<file path="config.mk">
export PLATFORM = sky130hd
export DESIGN_NAME = count15_timer_ctrl
export DESIGN_NICKNAME = d
export VERILOG_FILES = /design/src/rtl/count15_timer_ctrl.sv
export SDC_FILE = /design/constraint.sdc
export NUM_CORES = 1
export LEC_CHECK = 0
export ABC_AREA = 1
export CORE_ASPECT_RATIO = 1.1
export CORE_MARGIN = 4
export CORE_UTILIZATION = 43
export DETAILED_ROUTE_END_ITERATION = 7
export PLACE_DENSITY_LB_ADDON = 0.15
export SKIP_LAST_GASP = 1
export SYNTH_ARGS = -nofsm -noshare
export SYNTH_HDL_FRONTEND = slang
export SYNTH_SLANG_ARGS = --single-unit
</file>
<file path="constraint.sdc">
create_clock -name clk -period 2.6 [get_ports clk]
set_input_delay 0.39 -clock clk [delete_from_list [all_inputs] [get_ports clk]]
set_output_delay 0.39 -clock clk [all_outputs]
set_load 0.005 [all_outputs]
</file>
<file path="src/rtl/count15_timer_ctrl.sv">
`default_nettype none
// ============================================================================
// Module  : count15_timer_ctrl
// Brief   : Sequencer for an external loadable up/down counter: load, tick-
//           gated counting, terminal detection, pause/abort, optional reload.
// Revision: 1.0 - initial release
// ============================================================================
module count15_timer_ctrl #(
    parameter int WIDTH       = 15,
    parameter int AUTO_RELOAD = 0
) (
    input  logic             clk,
    input  logic             rst_n,
    input  logic             start,
    input  logic             dir_up,
    input  logic [WIDTH-1:0] limit,
    input  logic             tick,
    input  logic             pause,
    input  logic             abort,
    output logic             busy,
    output logic             paused,
    output logic             done,
    output logic             cnt_ld,
    output logic [WIDTH-1:0] cnt_din,
    output logic             cnt_up,
    output logic             cnt_dw,
    input  logic [WIDTH-1:0] cnt_q,
    input  logic             cnt_utc,
    input  logic             cnt_dtc
);

    localparam logic [2:0] S_IDLE  = 3'd0;
    localparam logic [2:0] S_LOAD  = 3'd1;
    localparam logic [2:0] S_RUN   = 3'd2;
    localparam logic [2:0] S_PAUSE = 3'd3;
    localparam logic [2:0] S_DONE  = 3'd4;

    logic [2:0]       r_state;
    logic [2:0]       w_next;
    logic             w_latch;
    logic [WIDTH-1:0] r_lim;
    logic             r_dir;
    logic             w_term;
    logic             w_cnt_en;
    logic             w_unused;

    // UTC is informational only; the up terminal is the Q==limit compare
    assign w_unused = cnt_utc;

    assign w_term = r_dir ? (cnt_q == r_lim) : cnt_dtc;

    always_comb begin
        w_next  = r_state;
        w_latch = 1'b0;
        case (r_state)
            S_IDLE: begin
                if (start && !abort) begin
                    w_next  = S_LOAD;
                    w_latch = 1'b1;
                end
            end
            S_LOAD: begin
                w_next = abort ? S_IDLE : S_RUN;
            end
            S_RUN: begin
                if (abort)       w_next = S_IDLE;
                else if (w_term) w_next = S_DONE;
                else if (pause)  w_next = S_PAUSE;
            end
            S_PAUSE: begin
                if (abort)       w_next = S_IDLE;
                else if (!pause) w_next = S_RUN;
            end
            S_DONE: begin
                if (abort) begin
                    w_next = S_IDLE;
                end else if (start) begin
                    w_next  = S_LOAD;
                    w_latch = 1'b1;
                end else if (AUTO_RELOAD != 0) begin
                    w_next = S_LOAD;
                end else begin
                    w_next = S_IDLE;
                end
            end
            default: w_next = S_IDLE;
        endcase
    end

    always_ff @(posedge clk or negedge rst_n) begin
        if (!rst_n) begin
            r_state <= S_IDLE;
            r_lim   <= '0;
            r_dir   <= 1'b0;
        end else begin
            r_state <= w_next;
            if (w_latch) begin
                r_lim <= limit;
                r_dir <= dir_up;
            end
        end
    end

    assign busy    = (r_state == S_LOAD) || (r_state == S_RUN) || (r_state == S_PAUSE);
    assign paused  = (r_state == S_PAUSE);
    assign done    = (r_state == S_DONE);
    assign cnt_ld  = (r_state == S_LOAD);
    assign cnt_din = (r_state == S_LOAD && !r_dir) ? r_lim : '0;

    // Count strobes only in RUN, and never once the terminal is already reached
    assign w_cnt_en = (r_state == S_RUN) && tick && !w_term && !pause && !abort;
    assign cnt_up   = w_cnt_en &&  r_dir;
    assign cnt_dw   = w_cnt_en && !r_dir;

endmodule
`default_nettype wire

</file>
==> flow_summary.toml, run 1 <==
[run_status]
outcome = "complete, no violations"

[floorplanning]
die_h_um = 63.2
row_count = 19
dieArea_mm2 = 0.00368
fp.dieW_um = 58.2
ios = 60
start_util = 0.464
coreArea_mm2 = 0.00257

[clocking]
cts_buffers = 3
cts.sinks = 19
cts_tree = "yes"
cts_setup_buffers = 0
htreeDepth = 1
root_buffer = "clkbuf_4"
clockBufferDepth = 2
cts.clk_slew.worst_paths_ps = 110
worstSkewPairLatency_ps = 290

[critical_path]
worst-path-stages = 6
cp_cell_sequence = "inv_1 > nand2_1 > nor2_2 > nand2_2 > nor2_1 > clkdlybuf4s50_1"
path_class = "reg -> out"
reg2reg_to = "r_state[0]"
worst_r2r_path_depth = 8
required_ps = 2210
worstPathBufferInverterCount = 2
crit_slowest_cell = "clkdlybuf4s50_1"
max_stage_delay_ps = 520
cp_top_family = "simple AND/OR/NAND/NOR gates"
cp-start-kind = "register"
cp.arrival_ps = 1970
critPathCaptureType = "primary output"
r2r_start = "r_state[0]"
rrSetupSlack_ps = 1130
crit_fanout = 15

[global_route]
antenna_found_initial = 0
grt_use_total = 0.170
grt_pass1_vias = 1234
grt_pass1_wl_um = 4960
grt_max_degree = 24
grt_overflow_total = 0

[sta]
fin_skew_ps = 7.75
hold_ws_ps = 415
finalCritPeriodShare = 0.906
tns_ps = 0
timing.fmax_ghz = 0.424
setup_viol = 0
grt_setup_unrepaired = "no"
drv_slew = 0
hold_viol = 0
worst_pin_slew_ps = 330
timing.final.ws_setup_ps = 244
relSlewSlack = 0.779
finalCriticalPeriod_ps = 2360

[yosys]
ys_seq_area_frac = 0.399
synth_top_family_by_area = "simple AND/OR/NAND/NOR gates"
synth-seq-cells = 19
synthMuxAreaShare = 0
netlist_instances = 189
yosysWarnings = 0
syn_area_mm2 = 0.00119
synth_fa_ha_area_frac = 0
synth-xor-area-share = 0
syn_area_per_cell_um2 = 6.31
synth.distinct_cells = 17
synthSimpleGateAreaFrac = 0.387
syn-num-nets = 228
synth_compound_area_frac = 0.0881

[final_layout]
nNetsFinal = 289
final_cell_mix = "nand2_1, clkdlybuf4s50_1, nor2_1, inv_1, dfrtp_1"
syn2layout_area_growth_pct = 53.9
drive_above_1_share = 0.0442
fin_area_mm2 = 0.00184
antenna_cells = 0
final_common_cell = "nand2_1"

[routing]
vias = 1284
wirelength_um = 2870
ant_nets = 0
drc_errors = 0
dr.pass1.iters = 4
drt_iter0_drc = 39
viasPerCell = 4.59
wl_per_cell_um = 10.3

[placement]
dpl_worst_slack_ps = 48.4
gp_congestion = 0.774
placed_area_mm2 = 0.00180
io_buffers = 58
dp_hpwl_um = 2300

[power]
power_mw = 1.39
p_leak_nw = 0.934
ir_drop_v = 0.000556
power_density_mw_per_mm2 = 757

[job]
drv_cap = 0

[min_path]
hp-class = "in -> async"
-- state kept, by name (all words and copies together), names as in the netlist --
name and flops:
r_lim 15, r_state 3, r_dir 1
-- cells by family after synthesis --
group,count (synthesis)
AO/OA/AOI/OAI,20
buffers and inverters,38
AND/OR/NAND/NOR,112
flip-flops,19
-- synthesized netlist by cell type --
library cell | instances | area share
nand2_1 | 69 | 0.22
nor2_1 | 35 | 0.11
inv_1 | 33 | 0.10
dfrtp_1 | 19 | 0.40
o21ai_0 | 18 | 0.076
buf_2 | 3 | 0.013
nand3_1 | 2 | 0.0084
a21boi_0 | 1 | 0.0063
a21boi_1 | 1 | 0.0063
buf_4 | 1 | 0.0063
inv_2 | 1 | 0.0031
nand2_2 | 1 | 0.0052
nand3_2 | 1 | 0.0084
nand4_1 | 1 | 0.0052
nor2_2 | 1 | 0.0052
nor2_4 | 1 | 0.0094
nor4_4 | 1 | 0.018
-- per-layer routing --
metal  global-route usage  share of wire
met5                    0              0
met4               0.0522         0.0066
met3               0.0306          0.079
met2                0.267           0.45
met1                0.234           0.46
-- cell type report --
class	instances	area, um^2
timing repair buffer	60	601
tap	31	38.8
inverter	34	128
sequential	19	475
fill	232	732
multi-input combinational	132	567
clock buffer	4	26.3
-- how the worst max path moves through the flow --
stage	from	slack [ps]	endpoint
2_1_floorplan	r_lim[9]	1150	cnt_dw
3_3_place_gp	abort	70	cnt_dw
3_5_place_dp	abort	50	cnt_dw
4_1_cts	abort	40	cnt_dw
5_1_grt	r_state[2]	70	cnt_din[2]
6_report	r_state[2]	240	cnt_din[9]
-- through the flow --
step / util / instances
6_report: 0.715 / 280
5_1_grt: 0.715 / 280
4_1_cts: 0.713 / 280
3_5_place_dp: 0.703 / 276
3_3_place_gp: 0.703 / 276
2_1_floorplan: - / 189
-- power by group --
| part | internal (mW) | total, mW | switching [mW] |
|---|---|---|---|
| combinational | 0.346 | 0.743 | 0.397 |
| sequential | 0.429 | 0.502 | 0.0727 |
| clock | 0.0596 | 0.144 | 0.0848 |
-- repair_timing --
item	4_1_cts	5_1_grt
endpoints found under the setup margin	0	2
gates resized for setup	0	3
hold buffers	0	0
endpoints found under the hold margin	0	0
Note: power is estimated with default switching activity, not from simulation.
==> run 2, diff against run 1 <==
--- a/config.mk
+++ b/config.mk
@@ -8,9 +8,11 @@
 export ABC_AREA = 1
 export CORE_ASPECT_RATIO = 1.1
 export CORE_MARGIN = 4
-export CORE_UTILIZATION = 43
+export CORE_UTILIZATION = 44
+export CTS_BUF_LIST = sky130_fd_sc_hd__clkbuf_2
 export DETAILED_ROUTE_END_ITERATION = 7
 export PLACE_DENSITY_LB_ADDON = 0.15
+export REMOVE_ABC_BUFFERS = 1
 export SKIP_LAST_GASP = 1
 export SYNTH_ARGS = -nofsm -noshare
 export SYNTH_HDL_FRONTEND = slang
==> run 2 against run 1 <==
Setup slack better by 17 ps. Hold slack worse by 12 ps. Cell area is 0.75% lower. Die area is 2.0% lower.
==> flow_summary.toml, run 2 (synthesized netlist as in run 1, its figures left out) <==
[clocking]
htreeDepth = 1
cts.clk_slew.worst_paths_ps = 170
cts_resized = 0
cts.sinks = 19
cts_buffers = 3
worstSkewPairLatency_ps = 290
cts_tree = "yes"
postCtsHoldBufs = 0
root_buffer = "clkbuf_2"
clockBufferDepth = 2
cts_setup_buffers = 0

[critical_path]
cp_cell_sequence = "inv_1 > nand2_1 > nor2_2 > nand2_2 > nor2_1 > clkdlybuf4s50_1"
required_ps = 2210
max_stage_delay_ps = 520
crit_slowest_cell = "clkdlybuf4s50_1"
cp.arrival_ps = 1950
critPathCaptureType = "primary output"
path_class = "reg -> out"
crit_fanout = 15
cp-start-kind = "register"

[final_layout]
syn2layout_area_growth_pct = 52.8
fin_area_mm2 = 0.00182
final_cells = 279
largest_register_ffs = 15
largest_register = "r_lim"
nNetsFinal = 288
final_common_cell = "nand2_1"
antenna_cells = 0
drive_above_1_share = 0.0444
final_cell_mix = "nand2_1, clkdlybuf4s50_1, nor2_1, inv_1, dfrtp_1"
reg_top3 = "r_lim x15, r_state x3, r_dir x1"

[power]
p_leak_nw = 0.930
power_density_mw_per_mm2 = 742
ir_drop_v = 0.000561

[floorplanning]
start_util = 0.469
dieArea_mm2 = 0.00361
row_count = 19
ios = 60
coreArea_mm2 = 0.00254
fp.dieW_um = 57.6
die_h_um = 62.6

[sta]
hold_viol = 0
setup_viol = 0
grt_setup_unrepaired = "no"
finalCriticalPeriod_ps = 2340
tns_ps = 0
hold_ws_ps = 403
relSlewSlack = 0.584
worst_pin_slew_ps = 622
fin_skew_ps = 3.72
drv_slew = 0
timing.fmax_ghz = 0.428
timing.final.ws_setup_ps = 261
finalCritPeriodShare = 0.899

[global_route]
grt_max_degree = 34
grt_pass1_wl_um = 4840
antenna_found_initial = 0
grt_pass1_vias = 1192
grt_overflow_total = 0
grt_use_total = 0.166

[routing]
drt_iter0_drc = 44
vias = 1269
drc_errors = 0
wirelength_um = 2820
dr.pass1.iters = 4
wl_per_cell_um = 10.1
viasPerCell = 4.55
ant_nets = 0

[placement]
placed_area_mm2 = 0.00180
place_inst = 275
io_buffers = 58
gp_congestion = 0.916
dpl_worst_slack_ps = 76.7
dp_hpwl_um = 2280

[job]
drv_cap = 0

[min_path]
hp-class = "in -> async"

[run_status]
outcome = "complete, no violations"
## run 2: cell count changes in the layout (fill, tap and decap cells not counted)
cell,before,now
clkbuf_1,1,0
o21ai_0,17,18
buf_4,2,1
clkbuf_4,3,0
clkbuf_2,0,4
o21ai_1,1,0
## run 2: metal layers
metal | vias to the layer above | routed length [um] | global-route usage | share of wire
li1 | 680 | - | - | -
met5 | - | 0 | 0 | 0
met3 | 4 | 199 | 0.0393 | 0.071
met1 | 554 | 1230 | 0.204 | 0.44
met2 | 31 | 1370 | 0.285 | 0.48
met4 | 0 | 27 | 0.0435 | 0.0096
## run 2: area by class of cell
cell class                 instances  area (um^2)
fill                             241          722
multi-input combinational        132          567
timing repair buffer              59          593
inverter                          34          128
clock buffer                       4         20.0
sequential                        19          475
tap                               31         38.8
## run 2: critical path: cells and delay by family, from the launching register on
kind / cells / cell delay, ps
DFF: 1 / 480
and+or+nand+nor: 4 / 560
buffers and inverters: 2 / 620
## run 2: power breakdown
part,switching (mW),internal (mW)
combinational,0.384,0.343
sequential,0.0722,0.428
clock,0.0840,0.0408
total,0.540,0.811
## run 2: final timing paths
kind / start / to / slack (ps) / cells past startpoint
max in group asynchronous: rst_n / r_lim[5] / 2000 / 2
setup reg to reg: r_state[0] / r_state[0] / 1090 / 7
setup / recovery: r_state[2] / cnt_din[8] / 260 / 6
min in group clk: r_lim[3] / r_lim[3] / 600 / 2
hold reg to reg: r_lim[3] / r_lim[3] / 600 / 2
hold / removal: rst_n / r_lim[9] / 400 / 2
## run 2: stage by stage
step,utilization,power (mW)
after global routing,0.716,1.51
after detailed placement,0.706,1.25
final,0.716,1.35
after floorplan,-,0.925
after CTS,0.714,1.37
after global placement,0.706,1.23
